<file path="src/rtl/vis_prefetch_pkg.sv">
// ---------------------------------------------------------------------------
// vis_prefetch_pkg
// Shared definitions for the visibilities prefetch master:
//   - default geometry of a correlator bank (word width, slots, address bits)
//   - drain FSM state encoding
//   - bank synchroniser depth
// ---------------------------------------------------------------------------
package vis_prefetch_pkg;

  // Default correlator geometry
  localparam int DEF_ACCUM = 24;   // visibility word width
  localparam int DEF_TRATE = 12;   // time-multiplexed slots per bank
  localparam int DEF_TBITS = 4;    // slot address bits
  localparam int DEF_BBITS = 4;    // bank counter bits
  localparam int DEF_WBITS = 7;    // readback buffer word index bits
  localparam int DEF_TMOUT = 15;   // ack timeout in bus cycles

  // Each slot carries eight visibility words, addressed by a 3-bit select
  localparam int SEL_BITS = 3;

  // Depth of the bank_i clock-domain-crossing synchroniser
  localparam int SYNC_STAGES = 2;

  typedef enum logic [1:0] {
    ST_IDLE = 2'd0,
    ST_REQ  = 2'd1,
    ST_NEXT = 2'd2,
    ST_DONE = 2'd3
  } state_t;

endpackage

</file>
<file path="src/rtl/vis_prefetch_bank_watch.sv">
// ---------------------------------------------------------------------------
// vis_prefetch_bank_watch
// Watches the correlator's active-bank counter from the bus clock domain and
// reports each bank switch.
//   clk_i        bus clock
//   rst_ni       asynchronous active-low reset
//   bank_i       active bank from the correlator clock domain
//   evt_o        1-cycle pulse: a new stable bank value differs from the last
//   bank_prev_o  bank that was active before the switch (the one to drain)
//
// bank_i passes through a 2-FF synchroniser, then must be seen equal on two
// consecutive synchronised samples before it is accepted. The first accepted
// value after reset is only adopted as the reference, so coming out of reset
// never launches a drain.
// ---------------------------------------------------------------------------
module vis_prefetch_bank_watch
  import vis_prefetch_pkg::*;
#(
  parameter int BBITS = DEF_BBITS
) (
  input  logic             clk_i,
  input  logic             rst_ni,
  input  logic [BBITS-1:0] bank_i,
  output logic             evt_o,
  output logic [BBITS-1:0] bank_prev_o
);

  // Cycles until the synchroniser and the filter register hold real samples
  localparam logic [1:0] FILL_DONE = 2'(SYNC_STAGES + 1);

  logic [BBITS-1:0] sync_reg [SYNC_STAGES];
  logic [BBITS-1:0] filt_reg;
  logic [BBITS-1:0] last_reg;
  logic [BBITS-1:0] prev_reg;
  logic [1:0]       fill_reg;
  logic             primed_reg;
  logic             evt_reg;

  logic [BBITS-1:0] samp;
  logic             stable;

  assign samp   = sync_reg[SYNC_STAGES-1];
  // Only trust the comparison once the pipeline has been flushed of reset values
  assign stable = (fill_reg == FILL_DONE) && (samp == filt_reg);

  always_ff @(posedge clk_i or negedge rst_ni) begin
    if (!rst_ni) begin
      for (int i = 0; i < SYNC_STAGES; i++) begin
        sync_reg[i] <= '0;
      end
      filt_reg   <= '0;
      last_reg   <= '0;
      prev_reg   <= '0;
      fill_reg   <= '0;
      primed_reg <= 1'b0;
      evt_reg    <= 1'b0;
    end else begin
      sync_reg[0] <= bank_i;
      for (int i = 1; i < SYNC_STAGES; i++) begin
        sync_reg[i] <= sync_reg[i-1];
      end
      filt_reg <= samp;
      if (fill_reg != FILL_DONE) begin
        fill_reg <= fill_reg + 2'd1;
      end

      evt_reg <= 1'b0;
      if (stable) begin
        if (!primed_reg) begin
          // First stable value after reset becomes the reference silently
          primed_reg <= 1'b1;
          last_reg   <= samp;
        end else if (samp != last_reg) begin
          evt_reg  <= 1'b1;
          prev_reg <= last_reg;
          last_reg <= samp;
        end
      end
    end
  end

  assign evt_o       = evt_reg;
  assign bank_prev_o = prev_reg;

endmodule

</file>
<file path="src/rtl/vis_prefetch.sv">
// ---------------------------------------------------------------------------
// vis_prefetch
// Bus-clock master that drains a completed visibilities bank from one
// correlator block into the SPI readback buffer.
//   clk_i   bus clock            rst_ni  asynchronous active-low reset
//   bank_i  correlator active bank (other clock domain, steps by +1)
//   cyc_o/stb_o/we_o/bst_o/adr_o, ack_i/dat_i   Wishbone-like read port
//   wr_o/wadr_o/wdat_o                           readback buffer write port
//   done_o  1-cycle pulse when a whole bank has been copied
//   ovf_o   sticky: bank switched again while a drain was in progress
//   err_o   sticky: ack_i did not arrive within TMOUT cycles
//   clr_i   clears ovf_o and err_o (a simultaneous set wins)
//
// Each bank switch reads the previous bank word by word, address
// {bank, slot, sel}, and writes word slot*8+sel to the buffer. One read is
// in flight at a time: REQ waits for ack_i, NEXT is a one-cycle gap that
// advances the address.
// ---------------------------------------------------------------------------
module vis_prefetch
  import vis_prefetch_pkg::*;
#(
  parameter int ACCUM = DEF_ACCUM,
  parameter int TRATE = DEF_TRATE,
  parameter int TBITS = DEF_TBITS,
  parameter int BBITS = DEF_BBITS,
  parameter int ABITS = 3 + TBITS + BBITS,
  parameter int WBITS = DEF_WBITS,
  parameter int TMOUT = DEF_TMOUT
) (
  input  logic             clk_i,
  input  logic             rst_ni,
  input  logic [BBITS-1:0] bank_i,
  output logic             cyc_o,
  output logic             stb_o,
  output logic             we_o,
  output logic             bst_o,
  output logic [ABITS-1:0] adr_o,
  input  logic             ack_i,
  input  logic [ACCUM-1:0] dat_i,
  output logic             wr_o,
  output logic [WBITS-1:0] wadr_o,
  output logic [ACCUM-1:0] wdat_o,
  output logic             done_o,
  output logic             ovf_o,
  output logic             err_o,
  input  logic             clr_i
);

  localparam int                  CBITS     = $clog2(TMOUT + 1);
  localparam logic [CBITS-1:0]    TMO_LAST  = CBITS'(TMOUT - 1);
  localparam logic [TBITS-1:0]    LAST_SLOT = TBITS'(TRATE - 1);
  localparam logic [SEL_BITS-1:0] SEL_LAST  = '1;

  // -------------------------------------------------------------------------
  // Bank switch detection
  // -------------------------------------------------------------------------
  logic             evt;
  logic [BBITS-1:0] watch_prev;

  vis_prefetch_bank_watch #(
    .BBITS (BBITS)
  ) u_bank_watch (
    .clk_i       (clk_i),
    .rst_ni      (rst_ni),
    .bank_i      (bank_i),
    .evt_o       (evt),
    .bank_prev_o (watch_prev)
  );

  // -------------------------------------------------------------------------
  // Drain state
  // -------------------------------------------------------------------------
  state_t              state_reg;
  logic [BBITS-1:0]    drain_bank_reg;
  logic [BBITS-1:0]    pend_bank_reg;
  logic                pend_reg;
  logic [TBITS-1:0]    slot_reg;
  logic [SEL_BITS-1:0] sel_reg;
  logic [CBITS-1:0]    tmo_reg;
  logic                cyc_reg;
  logic                stb_reg;
  logic                bst_reg;
  logic                wr_reg;
  logic [WBITS-1:0]    wadr_reg;
  logic [ACCUM-1:0]    wdat_reg;
  logic                done_reg;
  logic                ovf_reg;
  logic                err_reg;

  // Address advance: sel counts 0..7, carrying into slot
  logic [SEL_BITS-1:0] sel_next;
  logic [TBITS-1:0]    slot_next;
  logic                last_word;
  logic                next_last;

  assign sel_next  = sel_reg + SEL_BITS'(1);
  assign slot_next = (sel_reg == SEL_LAST) ? slot_reg + TBITS'(1) : slot_reg;
  assign last_word = (slot_reg == LAST_SLOT) && (sel_reg == SEL_LAST);
  assign next_last = (slot_next == LAST_SLOT) && (sel_next == SEL_LAST);

  always_ff @(posedge clk_i or negedge rst_ni) begin
    if (!rst_ni) begin
      state_reg      <= ST_IDLE;
      drain_bank_reg <= '0;
      pend_bank_reg  <= '0;
      pend_reg       <= 1'b0;
      slot_reg       <= '0;
      sel_reg        <= '0;
      tmo_reg        <= '0;
      cyc_reg        <= 1'b0;
      stb_reg        <= 1'b0;
      bst_reg        <= 1'b0;
      wr_reg         <= 1'b0;
      wadr_reg       <= '0;
      wdat_reg       <= '0;
      done_reg       <= 1'b0;
      ovf_reg        <= 1'b0;
      err_reg        <= 1'b0;
    end else begin
      // Clear first so that any set further down in this block overrides it
      if (clr_i) begin
        ovf_reg <= 1'b0;
        err_reg <= 1'b0;
      end

      wr_reg   <= 1'b0;
      done_reg <= 1'b0;

      // A switch while busy keeps the current drain going and parks the new
      // bank in a single-entry queue; a newer switch simply replaces it.
      if (evt && (state_reg != ST_IDLE)) begin
        ovf_reg       <= 1'b1;
        pend_reg      <= 1'b1;
        pend_bank_reg <= watch_prev;
      end

      case (state_reg)
        ST_IDLE: begin
          if (evt || pend_reg) begin
            drain_bank_reg <= evt ? watch_prev : pend_bank_reg;
            pend_reg       <= 1'b0;
            slot_reg       <= '0;
            sel_reg        <= '0;
            tmo_reg        <= '0;
            cyc_reg        <= 1'b1;
            stb_reg        <= 1'b1;
            // Every slot holds eight words, so word 0 is never the last one
            bst_reg        <= 1'b1;
            state_reg      <= ST_REQ;
          end
        end

        ST_REQ: begin
          // ack_i has priority, so an ack on the timeout cycle is accepted
          if (ack_i) begin
            stb_reg   <= 1'b0;
            wr_reg    <= 1'b1;
            wadr_reg  <= WBITS'({slot_reg, sel_reg});
            wdat_reg  <= dat_i;
            state_reg <= ST_NEXT;
          end else if (tmo_reg == TMO_LAST) begin
            err_reg   <= 1'b1;
            cyc_reg   <= 1'b0;
            stb_reg   <= 1'b0;
            bst_reg   <= 1'b0;
            state_reg <= ST_IDLE;
          end else begin
            tmo_reg <= tmo_reg + CBITS'(1);
          end
        end

        ST_NEXT: begin
          if (last_word) begin
            cyc_reg   <= 1'b0;
            bst_reg   <= 1'b0;
            done_reg  <= 1'b1;
            state_reg <= ST_DONE;
          end else begin
            sel_reg   <= sel_next;
            slot_reg  <= slot_next;
            tmo_reg   <= '0;
            stb_reg   <= 1'b1;
            bst_reg   <= !next_last;
            state_reg <= ST_REQ;
          end
        end

        ST_DONE: begin
          state_reg <= ST_IDLE;
        end

        default: begin
          state_reg <= ST_IDLE;
        end
      endcase
    end
  end

  assign cyc_o  = cyc_reg;
  assign stb_o  = stb_reg;
  assign we_o   = 1'b0;
  assign bst_o  = bst_reg;
  assign adr_o  = ABITS'({drain_bank_reg, slot_reg, sel_reg});
  assign wr_o   = wr_reg;
  assign wadr_o = wadr_reg;
  assign wdat_o = wdat_reg;
  assign done_o = done_reg;
  assign ovf_o  = ovf_reg;
  assign err_o  = err_reg;

endmodule

</file>
<file path="config.mk">
export PLATFORM = sky130hd
export DESIGN_NAME = vis_prefetch
export DESIGN_NICKNAME = d
export VERILOG_FILES = /design/src/rtl/vis_prefetch_pkg.sv /design/src/rtl/vis_prefetch_bank_watch.sv /design/src/rtl/vis_prefetch.sv
export SDC_FILE = /design/constraint.sdc
export NUM_CORES = 1
export LEC_CHECK = 0
export CORE_MARGIN = 10
export CORE_UTILIZATION = 50
export DETAILED_ROUTE_END_ITERATION = 8
export GPL_TIMING_DRIVEN = 1
export PLACE_DENSITY = 0.8
export SLEW_MARGIN = 20
export SYNTH_ARGS = -nofsm -noshare
export SYNTH_HDL_FRONTEND = slang
export SYNTH_SLANG_ARGS = --single-unit
export TNS_END_PERCENT = 1
</file>
<file path="constraint.sdc">
create_clock -name clk_i -period 4.6 [get_ports clk_i]
set_input_delay 1.38 -clock clk_i [delete_from_list [all_inputs] [get_ports clk_i]]
set_output_delay 1.38 -clock clk_i [all_outputs]
set_load 0.01 [all_outputs]
</file>
==> run metrics <==
status=finished clean; Final setup viols=0; crit-path cells=clkdlybuf4s50_1; number of vias per cell=5.14; Core Util, Final=0.670; Pwr per Cell Area=556 nW/um^2; number of synthesized flops with an enable pin=0; Mean Syn Cell Area=13.3 um^2; slowest CP cell=clkdlybuf4s50_1; max reg flops=24; DRT iter0 DRCs=70; Critical Path Source Type=register; total number of yosys warnings=0; fin crit period=2810 ps; Max clock buf depth=2; Required @ worst endpoint=3220 ps; ys async rst share=1.00; # DRC=0; Buffers on Ports=80; detailed-placement wirelength estimate=5260 um; GRT Util Overall=0.137; Final Cycle Share=0.612; Worst path top cell family by delay=buffers and inverters; Yosys top cell area share=0.591; synth unique cells=49; die area=10900 um^2; multi-input logic area=1350 um^2; post-cts resize count=0; io pins=82; Die H=104 um; syn_nets=310; CTS tree=done; Commonest cells post-synth=84 x dfrtp_1, 39 x mux2_2, 24 x nand2_1; synthesized area=3560 um^2; HP Class=register to register; critical path capture point type=output pin; total clock sinks=84; vias in the first global route=2384; nets@finish=393; share of layout cells above drive strength 1=0.186; largest net degree at the start of global routing=85; count leader, synth=dfrtp_1; worst ir drop on vdd=0.347 mV; # rows=30; GRT Residual Overflow=0; Worst Skew=9.21 ps; CP Buf/Inv Count=1; max-slew violation count=0; clk slew on worst S/H paths=80 ps; max cap viols=0; Synth area leaders=dfrtp_1 59%, mux2_2 12%, ha_1 3.9%; relative slew slack=0.521; area grow syn2layout=29.3%; Die W=104 um; initial antenna violation count=0; Vias=2317; prevailing post-synth register cell=dfrtp_1; Synth Instances=267; core area=6870 um^2; crit-path max FO=8; crit path DAT=1430 ps; worst stage delay on the critical path=600 ps; Final TNS setup=0 ps; RSZ-0062 raised after global routing=false; post-synthesis sequential area ratio=0.591; fill count=535; Tightest Pin Transition=719 ps; Root Buffer=clkbuf_8; Crit Path Category=register to output pin; Num CTS Buffers=9; Max Clk Rate=355 MHz; top cell type by total area after synthesis=dfrtp_1; Final ANT Viol Nets=0; Antenna Cells=0; Initial Util=0.518; final setup margin=1790 ps; drt pass-1 iters=4; post-CTS setup buffer count=0; Placer Congestion=0.851; Leakage=2.05 nW; Post-Route WL=7060 um; register bit total from synthesis=84; storage element area=2100 um^2; # H-tree levels=3; first-pass GRT wire length=12200 um; cts hold-fix bufs=0; final hold vios=0; Place WS=1710 ps; WL/cell=15.6 um; Clk Latency, worst-skew pair=350 ps
## final timing paths
| check | startpoint | end | slack, ps | depth (start not counted) |
|---|---|---|---|---|
| worst max-delay path | slot_reg[2]$_DFFE_PN0P_ | adr_o[5] | 1790 | 1 |
| worst min-delay path | u_bank_watch.sync_reg[5]$_DFF_PN0_ | u_bank_watch.samp[1]$_DFF_PN0_ | 350 | 0 |
| worst max register to register | sel_reg[0]$_DFFE_PN0P_ | slot_reg[1]$_DFFE_PN0P_ | 2430 | 6 |
| worst min register to register | u_bank_watch.sync_reg[5]$_DFF_PN0_ | u_bank_watch.samp[1]$_DFF_PN0_ | 350 | 0 |
| max in group asynchronous | rst_ni | u_bank_watch.bank_prev_o[3]$_DFFE_PN0P_ | 3050 | 1 |
| min in group asynchronous | rst_ni | u_bank_watch.samp[0]$_DFF_PN0_ | 1070 | 1 |
## per-layer routing
| metal | track usage | up-vias | routed length, um |
|---|---|---|---|
| met5 | 0 | - | 0 |
| met2 | 0.214 | 64 | 3470 |
| met4 | 0.0676 | 0 | 144 |
| li1 | - | 1101 | - |
| met1 | 0.161 | 1142 | 2930 |
| met3 | 0.0527 | 10 | 512 |
## power breakdown
part | leakage, nW | total (mW) | internal, mW | switching, mW
combinational | 0.921 | 0.988 | 0.563 | 0.425
clock | 0.0889 | 0.458 | 0.207 | 0.251
sequential | 1.04 | 1.11 | 0.964 | 0.150
## cells by family after synthesis
group	Yosys count	share of synthesized area
other	1	0.00105
XOR/XNOR	10	0.0246
adder cells (fa/ha/maj)	11	0.0387
flip-flops	84	0.591
multiplexers	44	0.139
buffers and inverters	23	0.0299
AND/OR/NAND/NOR	56	0.0917
AO/OA/AOI/OAI	38	0.0847
## worst register-to-register path: cells and delay by family (launching register included)
| family | cells | cell delay, ps |
|---|---|---|
| compound gates | 3 | 850 |
| simple gates | 1 | 250 |
| flops | 1 | 430 |
| fa+ha+maj | 2 | 530 |
## layout make-up
class                           instances  area share
Inverter                               14      0.0114
Multi-Input combinational cell        160       0.293
Tap cell                               96      0.0261
Sequential cell                        84       0.457
Clock inverter                          5     0.00598
Clock buffer                           11      0.0307
Timing Repair Buffer                   81       0.176
## layout by cell type, fill, tap and decap left out, types with 2 or more instances in the layout
cell type / synthesis / layout
nand2_1: 24 / 24
xor2_1: 6 / 6
nand4b_1: 2 / 2
mux2_1: 4 / 4
xnor2_1: 4 / 4
nand3b_1: 8 / 8
nand3_1: 4 / 4
clkinv_2: 0 / 4
a21o_1: 3 / 3
dfrtp_1: 84 / 84
nor2_1: 5 / 5
inv_1: 14 / 14
clkbuf_8: 0 / 10
clkdlybuf4s50_1: 0 / 79
a211oi_1: 2 / 2
ha_1: 11 / 11
o41ai_1: 2 / 2
nor2b_1: 2 / 2
o21ai_0: 10 / 10
o22ai_1: 2 / 2
a22o_1: 6 / 6
mux2_2: 39 / 39
## per-stage QoR
step                std cells  hold WS, ps  power (mW)  instance area [um^2]
floorplan                 267          331        1.64                  3560
global placement          435          335        2.09                  4430
detailed placement        435          336        2.13                  4430
CTS                       451          354        2.60                  4600
global route              451          357        2.74                  4600
finish                    451          351        2.56                  4600
Power figures use the tool's default switching activity.
